`config.mk`:
```
export PLATFORM = sky130hd
export DESIGN_NAME = yu_gate
export DESIGN_NICKNAME = d
export VERILOG_FILES = /design/src/rtl/yu_gate_pkg.sv /design/src/rtl/yu_gate_sat_counter.sv /design/src/rtl/yu_gate.sv
export SDC_FILE = /design/constraint.sdc
export NUM_CORES = 1
export LEC_CHECK = 0
export BUFFER_PORTS_ARGS = -buffer_cell sky130_fd_sc_hd__buf_2
export CORE_MARGIN = 3
export CORE_UTILIZATION = 25
export DETAILED_ROUTE_END_ITERATION = 16
export PLACE_DENSITY = 0.4
export SYNTH_ARGS = -nofsm -noshare
export SYNTH_HDL_FRONTEND = slang
export SYNTH_SLANG_ARGS = --single-unit
export TNS_END_PERCENT = 1
```
`constraint.sdc`:
```
create_clock -name clk -period 4.8 [get_ports clk]
set_clock_uncertainty 0.1 [all_clocks]
set_input_delay 0.48 -clock clk [delete_from_list [all_inputs] [get_ports clk]]
set_output_delay 0.48 -clock clk [all_outputs]
set_load 0.005 [all_outputs]
```
`src/rtl/yu_gate_pkg.sv`:
```
// Shared types and helpers for the yu_gate AND cell and its activity counter.
package yu_gate_pkg;

  // Action the activity counter takes at a clock edge.
  typedef enum logic [1:0] {
    CntHold,
    CntInc,
    CntClr
  } cnt_op_e;

  // Clear wins over everything; increment only while all bits are high and headroom remains.
  function automatic cnt_op_e cnt_op(input logic clr, input logic all_high, input logic at_max);
    if (clr) begin
      return CntClr;
    end else if (all_high && !at_max) begin
      return CntInc;
    end else begin
      return CntHold;
    end
  endfunction

endpackage

```
`src/rtl/yu_gate_sat_counter.sv`:
```
// Saturating up-counter with synchronous clear and asynchronous active-low reset.
module yu_gate_sat_counter
  import yu_gate_pkg::*;
#(
  parameter int unsigned CNT_W = 16
) (
  input  logic             clk,
  input  logic             rst_n,
  input  logic             clr,
  input  logic             en,
  output logic [CNT_W-1:0] cnt
);

  logic [CNT_W-1:0] cnt_q;
  logic [CNT_W-1:0] cnt_d;
  cnt_op_e          op;

  // Next-count selection; the all-ones check stops the counter from wrapping.
  always_comb begin
    op    = cnt_op(clr, en, &cnt_q);
    cnt_d = cnt_q;
    unique case (op)
      CntClr:  cnt_d = '0;
      CntInc:  cnt_d = cnt_q + CNT_W'(1);
      default: cnt_d = cnt_q;
    endcase
  end

  // Count register, cleared immediately by reset.
  always_ff @(posedge clk or negedge rst_n) begin
    if (!rst_n) begin
      cnt_q <= '0;
    end else begin
      cnt_q <= cnt_d;
    end
  end

  assign cnt = cnt_q;

endmodule

```
`src/rtl/yu_gate.sv`:
```
// Bitwise AND cell with a registered shadow copy, per-bit rising-edge pulses
// and a saturating count of edges at which every output bit is high.
module yu_gate
  import yu_gate_pkg::*;
#(
  parameter int unsigned WIDTH = 1,
  parameter int unsigned CNT_W = 16
) (
  input  logic             clk,
  input  logic             rst_n,
  input  logic [WIDTH-1:0] a,
  input  logic [WIDTH-1:0] b,
  input  logic             clr,
  output logic [WIDTH-1:0] c,
  output logic [WIDTH-1:0] c_q,
  output logic [WIDTH-1:0] c_rise,
  output logic [CNT_W-1:0] all_cnt
);

  logic [WIDTH-1:0] c_q_r;
  logic [WIDTH-1:0] c_rise_r;

  // Primary function: purely combinational, unaffected by clock, reset or clear.
  assign c = a & b;

  // Shadow copy and rise pulse; the pulse compares against the shadow before it updates.
  always_ff @(posedge clk or negedge rst_n) begin
    if (!rst_n) begin
      c_q_r    <= '0;
      c_rise_r <= '0;
    end else begin
      c_q_r    <= c;
      c_rise_r <= c & ~c_q_r;
    end
  end

  assign c_q    = c_q_r;
  assign c_rise = c_rise_r;

  yu_gate_sat_counter #(
    .CNT_W(CNT_W)
  ) u_cnt (
    .clk  (clk),
    .rst_n(rst_n),
    .clr  (clr),
    .en   (&c),
    .cnt  (all_cnt)
  );

endmodule

```
==> impl_metrics.csv <==
group,metric,value,unit
cts,cts_buffer_depth,2,
cts,htree_num_levels,1,
pwr,pwr-share-seq,0.556,
final_layout,nets,134,
floorplan,die_area,5000,sq um
cts,cts_sinks,18,
worst_setup_path,path_delay_family,"simple AND/OR/NAND/NOR gates",
sta,worst_slack,2.75,ns
synth,seq_area_frac_synth,0.430,
sta,fin_crit,2.05,ns
worst_setup_path,critical_path.max_stage_delay,0.63,ns
synth,synthCells,103,
sta,hold_viol,0,
worst_setup_path,critPathKind,"reg -> reg",
pwr,finalPower,278,uW
final_layout,mostFrequentLayoutCell,"buf_2",
floorplan,std_cell_rows,22,
placement,gp_congestion,0.689,
cts,post-cts-setup-buffers,0,
worst_setup_path,crit_chain,"ha_1 -> nand4_1 -> nor4_4 -> nor3_1 -> mux2_2",
synth,ys_seq_elements,18,
routing,routedWlPerCell,14.0,um
sta,finalSetupViolCount,0,
sta,rsz0062_at_grt,"no",
routing,drcViolationCount,0,
synth,synthesis.area,1050,sq um
pwr,vdd_ir_drop_max,0.0793,mV
sta,finalSetupTns,0,ns
cts,numCtsBuffers,3,
global_routing,track_usage,0.109,
worst_setup_path,crit_fanout,15,
cts,insertion_delay,0.26,ns
synth,ys_types,33,
sta,tightestPinTransition,0.640,ns
run,maxCapViolations,0,
placement,port_buffers,23,
final_layout,final_cell_mix,"23 x buf_2, 18 x dfrtp_1, 11 x a21oi_1",
routing,wl,2430,um
status,outcome,"finished, final reports clean",
floorplan,die_h,70.7,um
cts,path_clk_slew,0.07,ns
routing,first_pass_iters,4,
worst_setup_path,startpoint_type,"register",
synth,synth_top_cell_by_area,"dfrtp_1",
sta,fin_crit_sh,0.426,
synth,synth_fp_nets,109,
cts,cts_tree,"yes",
final_layout,drive_above_1_share,0.310,
pwr,power_leakage,0.000556,uW
routing,ant_nets,0,
floorplan,die_x,70.7,um
cts,hold_buffers,0,
synth,postSynthAreaPerCell,10.2,sq um
synth,synthTopCellsByArea,"dfrtp_1 43%, a21oi_1 5.3%, nor4_4 4.1%",
pwr,swShare,0.233,
pwr,comb_power_share,0.052,
sta,max_freq,489,MHz
floorplan,ioPinCount,24,
worst_setup_path,cp.required,4.85,ns
final_layout,antennaDiodeCount,0,
final_layout,area_delta_synth_final,17.3,%
sta,relSlewSlack,0.570,
placement,pre_cts_slack,2.75,ns
global_routing,grt_max_degree,21,
synth,synth_top_area_frac,0.430,
floorplan,start_util,0.272,
pwr,clock_power_share,0.392,
global_routing,grt_pass1_wl,4420,um
routing,vias,893,
sta,whs,0.0498,ns
global_routing,overflow,0,
pwr,power_density,226,nW/um^2
worst_setup_path,end_kind,"register",
routing,drtIter0Drc,28,
global_routing,antenna_found_initial,0,
worst_hold_path,min_path_type,"in -> async",
worst_setup_path,critPathArrivalTime,2.09,ns
floorplan,core,3850,sq um
pwr,power.internal,213,uW
cts,cts_root_buffer,"clkbuf_8",
synth,yosysWarnings,0,
pwr,p_switching,64.7,uW
global_routing,grt_pass1_vias,916,
routing,viasPerCell,5.13,
placement,dp_hpwl,1780,um
worst_setup_path,crit_slowest_cell,"nor4_4",
worst_setup_path,crit_buf_inv,0,
cts,ctsResizeCount,0,
sta,drv_slew,0,
path summary, 6_finish.rpt:
check                                  start            end  slack, ns  cells past startpoint
worst max-delay path            u_cnt.cnt[0]   u_cnt.cnt[4]       2.75                      5
worst min-delay path                   rst_n  u_cnt.cnt[10]       0.05                      1
worst max register to register  u_cnt.cnt[0]   u_cnt.cnt[4]       2.75                      5
worst min register to register           c_q         c_rise       0.32                      1
max in group asynchronous              rst_n   u_cnt.cnt[1]       4.25                      1
min in group clk                         c_q         c_rise       0.32                      1
final cells by class:
cell class                 count  area, sq um
multi-input combinational     79          551
timing repair buffer          23          115
clock buffer                   3         41.3
sequential                    18          450
tap                           48         60.1
inverter                       3         11.3
fill                         430         2630
sequential cells by signal (all words and copies together), names as in the netlist:
| register | count |
|---|---|
| u_cnt.cnt | 16 |
| c_q | 1 |
| c_rise | 1 |
metrics by stage:
stage          utilization  instances  area (sq um)
2_1_floorplan            -        103          1050
3_3_place_gp         0.308        171          1190
3_5_place_dp         0.308        171          1190
4_1_cts              0.319        174          1230
5_1_grt              0.319        174          1230
6_report             0.319        174          1230
power groups by stage:
stage               logic [uW]  clock network (uW)  registers, uW
global placement          15.0                   0            157
floorplan                 7.48                   0            158
detailed placement        15.2                   0            157
finish                    14.5                 109            154
global route              17.0                 119            155
CTS                       15.2                 110            155
Yosys cell counts:
library cell  count
or3_2             1
a211oi_1          1
nand4_2           1
nor2b_1           4
and4_2            1
a21oi_1          11
nand4_4           1
dfrtp_1          18
or2_4             1
clkbuf_8          2
nor3_1            2
a21boi_2          1
and2_1            1
or3_1             4
o31ai_1           5
nor4_4            2
mux2_2            3
and4_1            1
or4_1             5
buf_4             1
nand4_1           2
and3_1            1
nor2_1            6
o21ai_0           5
nand3_2           2
inv_1             3
ha_1              1
a31oi_1           1
nor4_1            1
nand2_1           6
o41ai_1           2
nand3_1           6
a311oi_1          1
cells by family after synthesis:
kind of cell | after synthesis | synth area share
buffers and inverters | 6 | 0.0442
and+or+nand+nor | 48 | 0.320
muxes | 3 | 0.0323
AOI/OAI and AO/OA | 27 | 0.161
adders and majority gates | 1 | 0.0119
DFF | 18 | 0.430
routing by layer:
metal,part of all wire,vias up,global-route usage,wire length [um]
met4,0.017,0,0.0438,42
li1,-,445,-,-
met3,0.033,5,0.0227,81
met2,0.46,18,0.169,1110
met5,0,-,0,0
met1,0.49,425,0.149,1200
Note: power is estimated with default switching activity, not from simulation.
